## src/rtl/reg_file_seq.sv

```systemverilog
// Sequencing FSM for a small register-file CPU: fetch/decode/execute/memory/writeback
// control with registered Moore outputs, a bounded data-memory wait and a sticky halt.
module reg_file_seq (
    input  logic       CLOCK_50,
    input  logic       RESET,
    input  logic       START,
    input  logic [3:0] IR_opcode,
    input  logic       cond_pass,
    input  logic [3:0] PC_in,
    input  logic       DMEM_ready,
    output logic       IR_load,
    output logic       CNTRL_write_en_ARd,
    output logic       sel_ARd_or_15,
    output logic       sel_DMEM,
    output logic [3:0] PC_next,
    output logic       DMEM_req,
    output logic       DMEM_we,
    output logic       busy,
    output logic       halted,
    output logic       error
);

    typedef enum logic [2:0] {
        S_IDLE   = 3'd0,
        S_FETCH  = 3'd1,
        S_DECODE = 3'd2,
        S_EXEC   = 3'd3,
        S_MEM    = 3'd4,
        S_WB     = 3'd5,
        S_HALT   = 3'd6
    } state_t;

    state_t     state_q, state_d;
    logic [4:0] wait_q, wait_d;
    logic       act_wr_q, act_wr_d;
    logic       act_br_q, act_br_d;
    logic       act_ld_q, act_ld_d;
    logic       act_st_q, act_st_d;
    logic       ir_load_q, ir_load_d;
    logic       wr_en_q, wr_en_d;
    logic       sel15_q, sel15_d;
    logic       seldm_q, seldm_d;
    logic       req_q, req_d;
    logic       we_q, we_d;
    logic       busy_q, busy_d;
    logic       halted_q, halted_d;
    logic       error_q, error_d;
    logic       inc_q, inc_d;
    logic       clr_q;
    logic       is_alu_s, is_ldr_s, is_str_s, is_b_s;

    assign is_alu_s = (IR_opcode[3] == 1'b0);
    assign is_ldr_s = (IR_opcode == 4'b1000);
    assign is_str_s = (IR_opcode == 4'b1001);
    assign is_b_s   = (IR_opcode == 4'b1010);

    // Next-state, latched instruction action and next registered outputs.
    always_comb begin
        state_d  = state_q;
        wait_d   = wait_q;
        act_wr_d = act_wr_q;
        act_br_d = act_br_q;
        act_ld_d = act_ld_q;
        act_st_d = act_st_q;
        error_d  = error_q;
        case (state_q)
            S_IDLE: begin
                if (START) begin
                    state_d = S_FETCH;
                end else begin
                    state_d = S_IDLE;
                end
            end
            S_FETCH: state_d = S_DECODE;
            S_DECODE: begin
                if (IR_opcode == 4'b1111) begin
                    state_d = S_HALT;
                end else begin
                    state_d = S_EXEC;
                end
            end
            S_EXEC: begin
                // Action is captured here so the later cycles don't depend on cond_pass.
                act_wr_d = cond_pass & (is_alu_s | is_ldr_s | is_b_s);
                act_br_d = cond_pass & is_b_s;
                act_ld_d = cond_pass & is_ldr_s;
                act_st_d = is_str_s;
                wait_d   = 5'd0;
                if (cond_pass && (is_ldr_s || is_str_s)) begin
                    state_d = S_MEM;
                end else begin
                    state_d = S_WB;
                end
            end
            S_MEM: begin
                if (DMEM_ready) begin
                    state_d = S_WB;
                end else if (wait_q == 5'd15) begin
                    state_d = S_HALT;
                    error_d = 1'b1;
                end else begin
                    wait_d = wait_q + 5'd1;
                end
            end
            S_WB:    state_d = S_FETCH;
            S_HALT:  state_d = S_HALT;
            default: state_d = S_IDLE;
        endcase

        ir_load_d = (state_d == S_FETCH);
        wr_en_d   = (state_d == S_WB) && act_wr_d;
        sel15_d   = (state_d == S_WB) && act_br_d;
        seldm_d   = (state_d == S_WB) && act_ld_d;
        inc_d     = (state_d == S_WB) && !act_br_d;
        req_d     = (state_d == S_MEM);
        we_d      = (state_d == S_MEM) && act_st_d;
        busy_d    = (state_d == S_FETCH) || (state_d == S_DECODE) || (state_d == S_EXEC)
                 || (state_d == S_MEM) || (state_d == S_WB);
        halted_d  = (state_d == S_HALT);
    end

    // State, counters and output registers with synchronous reset.
    always_ff @(posedge CLOCK_50) begin
        if (RESET) begin
            state_q   <= S_IDLE;
            wait_q    <= 5'd0;
            act_wr_q  <= 1'b0;
            act_br_q  <= 1'b0;
            act_ld_q  <= 1'b0;
            act_st_q  <= 1'b0;
            ir_load_q <= 1'b0;
            wr_en_q   <= 1'b0;
            sel15_q   <= 1'b0;
            seldm_q   <= 1'b0;
            req_q     <= 1'b0;
            we_q      <= 1'b0;
            busy_q    <= 1'b0;
            halted_q  <= 1'b0;
            error_q   <= 1'b0;
            inc_q     <= 1'b0;
            clr_q     <= 1'b1;
        end else begin
            state_q   <= state_d;
            wait_q    <= wait_d;
            act_wr_q  <= act_wr_d;
            act_br_q  <= act_br_d;
            act_ld_q  <= act_ld_d;
            act_st_q  <= act_st_d;
            ir_load_q <= ir_load_d;
            wr_en_q   <= wr_en_d;
            sel15_q   <= sel15_d;
            seldm_q   <= seldm_d;
            req_q     <= req_d;
            we_q      <= we_d;
            busy_q    <= busy_d;
            halted_q  <= halted_d;
            error_q   <= error_d;
            inc_q     <= inc_d;
            clr_q     <= 1'b0;
        end
    end

    // PC_next is a registered-select mux over the live R15 value, so R15 never rewrites a stale copy.
    assign PC_next = clr_q ? 4'd0 : (inc_q ? (PC_in + 4'd1) : PC_in);

    assign IR_load            = ir_load_q;
    assign CNTRL_write_en_ARd = wr_en_q;
    assign sel_ARd_or_15      = sel15_q;
    assign sel_DMEM           = seldm_q;
    assign DMEM_req           = req_q;
    assign DMEM_we            = we_q;
    assign busy               = busy_q;
    assign halted             = halted_q;
    assign error              = error_q;

endmodule

```

## config.mk

```make
export PLATFORM = sky130hd
export DESIGN_NAME = reg_file_seq
export DESIGN_NICKNAME = d
export VERILOG_FILES = /design/src/rtl/reg_file_seq.sv
export SDC_FILE = /design/constraint.sdc
export NUM_CORES = 1
export LEC_CHECK = 0
export CAP_MARGIN = 20
export CORE_AREA = 3 3 52 54
export CTS_CLUSTER_SIZE = 28
export DETAILED_ROUTE_END_ITERATION = 16
export DIE_AREA = 0 0 55 57
export PLACE_DENSITY_LB_ADDON = 0.08
export SYNTH_ARGS = -nofsm -noshare
export SYNTH_HDL_FRONTEND = slang
export SYNTH_SLANG_ARGS = --single-unit
```

## constraint.sdc

```tcl
create_clock -name CLOCK_50 -period 4.86 [get_ports CLOCK_50]
set_clock_uncertainty 0.05 [all_clocks]
set_input_delay 0.729 -clock CLOCK_50 [delete_from_list [all_inputs] [get_ports CLOCK_50]]
set_output_delay 0.729 -clock CLOCK_50 [all_outputs]
set_load 0.005 [all_outputs]
```

==> impl_metrics.toml, run 1 <==
[die]
rows = 17
core_area_sq_um = 2250
die_h_um = 57
die_area_sq_um = 3140
initial_core_util = 0.474
die_w_um = 55
pin_count = 26

[global_route]
grt_usage = 0.149
grt_start_max_net_pins = 21
grt.overflow.total = 0
grt_pass1_wl_um = 3520
grt_pass1_vias = 844
antenna_found_initial = 0

[setup_path]
end_kind = "output port"
crit_type = "in2out"
cp_max_fo = 3
start_kind = "primary input"
arrival_ns = 2.26
reg2reg_depth = 4
worstReg2RegEnd = "busy"
r2r_start = "state_q[1]"
r2r_setup_slack_ns = 3.02
worst_ep_required_time_ns = 4.08

[final_layout]
top_regs = "wait_q (5), state_q (3)"
nets = 156
insertedDiodeCount = 0
n_fill_cell = 206
largest_register = "wait_q"
largest_reg_flops = 5
design_area_sq_um = 1340
syn2layout_area_growth_pct = 25.4
drive_gt1_frac = 0.0863
fin_util = 0.595

[yosys]
synth_nets = 132
yosys.area.top_type = "dfxtp_1"
syn_area_sq_um = 1070
yosys.area.top_type_share = 0.430
ys_ff_latch = 23
synthArstFlopShare = 0
yosysMostFrequentCell = "dfxtp_1"
synthCells = 116
ys_seq_area_frac = 0.430
synth_edf_count = 0
yosys_warnings = 0
avgSynthCellArea_sq_um = 9.22
synthTopCellsByArea = "dfxtp_1 43%, nor2_1 5.3%, xor2_1 4.1%"
synthTopCellsByCount = "23 x dfxtp_1, 15 x nor2_1, 7 x nand2_1"
ys.flop_type = "dfxtp_1"
yosys.cell_types.count = 39

[sta]
fmax_mhz = 330
hold_viol = 0
rsz0062_at_grt = "no"
setup_tns_ns = 0
fin_crit_sh = 0.624
setup_ws_ns = 1.83
max_slew_margin = 0.532
tightestPinTransition_ns = 0.700
setup_viol = 0
slew_violations = 0
period_needed_ns = 3.03

[flow_run]
max_cap_violations = 0

[routing]
drc = 0
ant_nets = 0
wl_per_cell_um = 12.2
wl_um = 2040
dr_total_vias = 882
viasPerCell = 5.28
dr.pass1.iters = 5
drt_iter0_markers = 17

[power_and_ir_drop]
total_power_uw = 363
pwr_density_cell_nw_per_um2 = 271
leakage_uw = 0.000517
ir_drop_v = 0.000170

[place]
place_worst_setup_slack_ns = 1.83
hpwl_um = 1550
routabilityCongestion = 0.737
io_buffers = 25
postPlaceCellArea_sq_um = 1320

[hold_path]
hold_path_depth = 2
hold_class = "reg2reg"
hold_start = "act_wr_q"
hold_end = "act_wr_q"

[clocking]
cts_resized = 0
cts_sinks = 23
path_clk_slew_ns = 0.12
cts_max_path_buffers = 2
cts_tree = "done"
post_cts_buffers = 0
clk_latency_ns = 0.30
ctsHoldBuffers = 0
cts.htree.levels = 1
clockRootBuffer = "clkbuf_4"
cts_buffers = 3

[run_status]
status = "finished, final reports clean"
==> worst max-delay path: stages <==
cell,delay (ns)
clkdlybuf4s50_1,0.53
ha_1,0.18
nand2_1,0.07
xor2_1,0.15
nor2_1,0.09
clkdlybuf4s50_1,0.50
==> how the worst max path moves through the flow <==
stage,slack (ns),cells past startpoint,to,startpoint
6_report,1.83,6,PC_next[2],PC_in[0]
5_1_grt,1.79,6,PC_next[2],PC_in[0]
4_1_cts,1.82,6,PC_next[2],PC_in[0]
3_5_place_dp,1.83,6,PC_next[2],PC_in[0]
3_3_place_gp,1.92,6,PC_next[2],PC_in[0]
2_1_floorplan,2.91,3,PC_next[1],PC_in[0]
==> placed cells by master, fill, tap and decap left out, types with 3 or more instances in the layout <==
cell / n
nand2_1: 7
dfxtp_1: 23
nor2_1: 15
clkbuf_4: 3
xor2_1: 5
and3_1: 3
nor2b_1: 3
clkdlybuf4s50_1: 25
nand3_1: 5
a21oi_1: 6
ha_1: 3
nor4_1: 4
nor3_1: 6
==> logic make-up (layout without fill, tap and decap cells) <==
logic type,count (synthesis),in the layout,synth area share
AND/OR/NAND/NOR,58,58,0.322
flip-flops,23,23,0.430
AO/OA/AOI/OAI,17,17,0.110
buffers and inverters,8,31,0.0444
XOR/XNOR,6,6,0.0491
adder cells (fa/ha/maj),3,3,0.0351
multiplexers,1,1,0.00936
==> layer usage <==
metal  track usage  vias up  routed length, um
met5             0        -                  0
met4        0.0313        0                  9
met3        0.0522        2                139
met2         0.238       19                961
met1         0.191      400                926
li1              -      461                  -
==> metrics by stage <==
step | hold WS (ns) | cells
2_1_floorplan | 0.379 | 116
3_3_place_gp | 0.393 | 163
3_5_place_dp | 0.393 | 163
4_1_cts | 0.411 | 167
5_1_grt | 0.459 | 167
6_report | 0.406 | 167
==> cell type report <==
| cell class | count | area (sq um) | share of cell area |
|---|---|---|---|
| sequential | 23 | 460 | 0.343 |
| inverter | 2 | 7.51 | 0.00560 |
| clock buffer | 4 | 26.3 | 0.0196 |
| tap | 28 | 35.0 | 0.0261 |
| timing repair buffer | 25 | 250 | 0.187 |
| multi-input combinational | 85 | 562 | 0.419 |
==> power by group <==
part / switching [uW] / total [uW] / internal, uW
clock network: 52.7 / 84.8 / 32.0
registers: 11.5 / 208 / 196
logic: 33.9 / 70.9 / 37.0
Note: power is estimated with default switching activity, not from simulation.
==> run 2, diff against run 1 <==
==> constraint.sdc (replaced) <==
create_clock -name CLOCK_50 -period 2.95 [get_ports CLOCK_50]
set_clock_uncertainty 0.05 [all_clocks]
set_input_delay 0.4425 -clock CLOCK_50 [delete_from_list [all_inputs] [get_ports CLOCK_50]]
set_output_delay 0.4425 -clock CLOCK_50 [all_outputs]
set_load 0.005 [all_outputs]
==> run 2 against run 1 <==
- critical endpoint unchanged
- global-route usage increased by 0.16 points
- core utilization unchanged
- sequential share of layout area unchanged
- highest routed layer unchanged
- critical path type unchanged
- via count is 2.0% higher
- count of clock-buffer cells in the layout is the same
- clock power grew 65%
- critical path depth is the same
- non-clock buffer count stayed put
- cell count is the same
- sequential power is 64% higher
- first-iteration DRC count decreased by 29%
==> impl_metrics.toml, run 2 (same netlist as run 1, synthesis figures left out) <==
[routing]
drt_iter0_markers = 12
wl_per_cell_um = 12.3
drc = 0
ant_nets = 0
wl_um = 2050
viasPerCell = 5.39
dr.pass1.iters = 4
highest_layer = "met4"
wl_met1_um = 916
dr_total_vias = 900
dr_wl_met3_um = 153
wl_met2_um = 943

[place]
io_buffers = 25
hpwl_um = 1540
dpl.cell_count = 163
place_worst_setup_slack_ns = 0.498
routabilityCongestion = 0.737

[sta]
tightestPinTransition_ns = 0.730
setup_ws_ns = 0.507
period_needed_ns = 2.44
fmax_mhz = 409
fin_crit_sh = 0.828
hold_ws_ns = 0.407
slew_violations = 0
setup_viol = 0
max_slew_margin = 0.512
rsz0062_at_grt = "no"
hold_viol = 0
setup_tns_ns = 0

[die]
die_area_sq_um = 3140
core_area_sq_um = 2250
rows = 17
initial_core_util = 0.474
die_w_um = 55
die_h_um = 57
pin_count = 26

[hold_path]
hold_class = "reg2reg"
hold_end = "act_wr_q"
hold_start = "act_wr_q"
hold_path_depth = 2

[final_layout]
largest_register = "wait_q"
fin_util = 0.595
fin_cells = 167
nets = 156
largest_reg_flops = 5
layout_commonest_cell = "clkdlybuf4s50_1"
top_regs = "wait_q (5), state_q (3)"
final_cell_mix = "25 x clkdlybuf4s50_1, 23 x dfxtp_1, 15 x nor2_1"
drive_gt1_frac = 0.0863
insertedDiodeCount = 0
syn2layout_area_growth_pct = 25.4

[setup_path]
worst_ep_required_time_ns = 2.46
worst-path-buf-inv = 2
r2r_setup_slack_ns = 1.12
start_kind = "primary input"
r2r_start = "state_q[1]"
crit_path_cell_trace = "clkdlybuf4s50_1, ha_1, nand2_1, xor2_1, nor2_1, clkdlybuf4s50_1"
reg2reg_depth = 4
max_stage_delay_ns = 0.53
crit_type = "in2out"
cp_common_cell = "clkdlybuf4s50_1"
path_delay_family = "buffers and inverters"
cp_slowest_cell = "clkdlybuf4s50_1"
cp_max_fo = 3
end_kind = "output port"
worstReg2RegEnd = "busy"
arrival_ns = 1.95

[clocking]
cts_max_path_buffers = 2
post_cts_buffers = 0
cts_resized = 0
cts_tree = "done"
cts_sinks = 23
clockRootBuffer = "clkbuf_4"
cts_buffers = 3
clk_latency_ns = 0.31
cts.htree.levels = 1
ctsHoldBuffers = 0
path_clk_slew_ns = 0.12

[global_route]
grt_pass1_vias = 836
grt.overflow.total = 0
grt_usage = 0.150
grt_pass1_wl_um = 3460
grt_start_max_net_pins = 21
antenna_found_initial = 0

[flow_run]
max_cap_violations = 0

[power_and_ir_drop]
ir_drop_v = 0.000411
leakage_uw = 0.000517
pwr_density_cell_nw_per_um2 = 446

[run_status]
status = "finished, final reports clean"
run 2: cell counts in the layout (fill, tap and decap cells not counted):
Identical to the previous run, type by type.
run 2: where the power goes:
group	leakage, uW	switching (uW)	internal [uW]
clock network	0.0000150	87.0	52.8
logic	0.000316	55.8	60.9
registers	0.000187	18.9	323
total	0.000517	162	437
run 2: layout make-up:
type | count | area (sq um)
Clock buffer | 4 | 26.3
Timing Repair Buffer | 25 | 250
Sequential cell | 23 | 460
Tap cell | 28 | 35.0
Multi-Input combinational cell | 85 | 562
Inverter | 2 | 7.51
Fill cell | 199 | 913
run 2: per-layer routing:
| metal | track usage | vias to the layer above |
|---|---|---|
| li1 | - | 462 |
| met1 | 0.181 | 411 |
| met2 | 0.240 | 22 |
| met3 | 0.0574 | 5 |
| met4 | 0.0521 | 0 |
| met5 | 0 | - |
run 2: how the worst max path moves through the flow:
stage | startpoint | endpoint | slack, ns | depth (start not counted)
2_1_floorplan | wait_q[0] | busy | 1.28 | 7
3_3_place_gp | PC_in[0] | PC_next[2] | 0.58 | 6
3_5_place_dp | PC_in[0] | PC_next[2] | 0.50 | 6
4_1_cts | PC_in[0] | PC_next[2] | 0.49 | 6
5_1_grt | PC_in[0] | PC_next[2] | 0.43 | 6
6_report | PC_in[0] | PC_next[2] | 0.51 | 6
run 2: tightest hold or removal path, stage by stage (launching register included):
cell and delay [ns]:
dfxtp_1 0.32, nand2_1 0.05, a21oi_1 0.06
run 2: per-stage QoR:
step           cell area, sq um  total power (uW)
2_1_floorplan              1070               421
3_5_place_dp               1320               466
5_1_grt                    1340               637
6_report                   1340               599
3_3_place_gp               1320               464
4_1_cts                    1340               610
==> run 3, diff against run 2 <==
==> constraint.sdc (replaced) <==
create_clock -name CLOCK_50 -period 2.4 [get_ports CLOCK_50]
set_clock_uncertainty 0.05 [all_clocks]
set_input_delay 0.36 -clock CLOCK_50 [delete_from_list [all_inputs] [get_ports CLOCK_50]]
set_output_delay 0.36 -clock CLOCK_50 [all_outputs]
set_load 0.005 [all_outputs]
==> results of run 3 <==
Same layout as run 1 (identical final DEF). Status: finished, final reports clean.
Main changes from that run: setup slack after placement 1.83 ns -> 0.105 ns; setup slack after layout 1.83 ns -> 0.103 ns; register-to-register setup slack 3.02 ns -> 0.56 ns; total power 363 uW -> 736 uW; worst IR drop on VDD 0.000170 V -> 0.000345 V
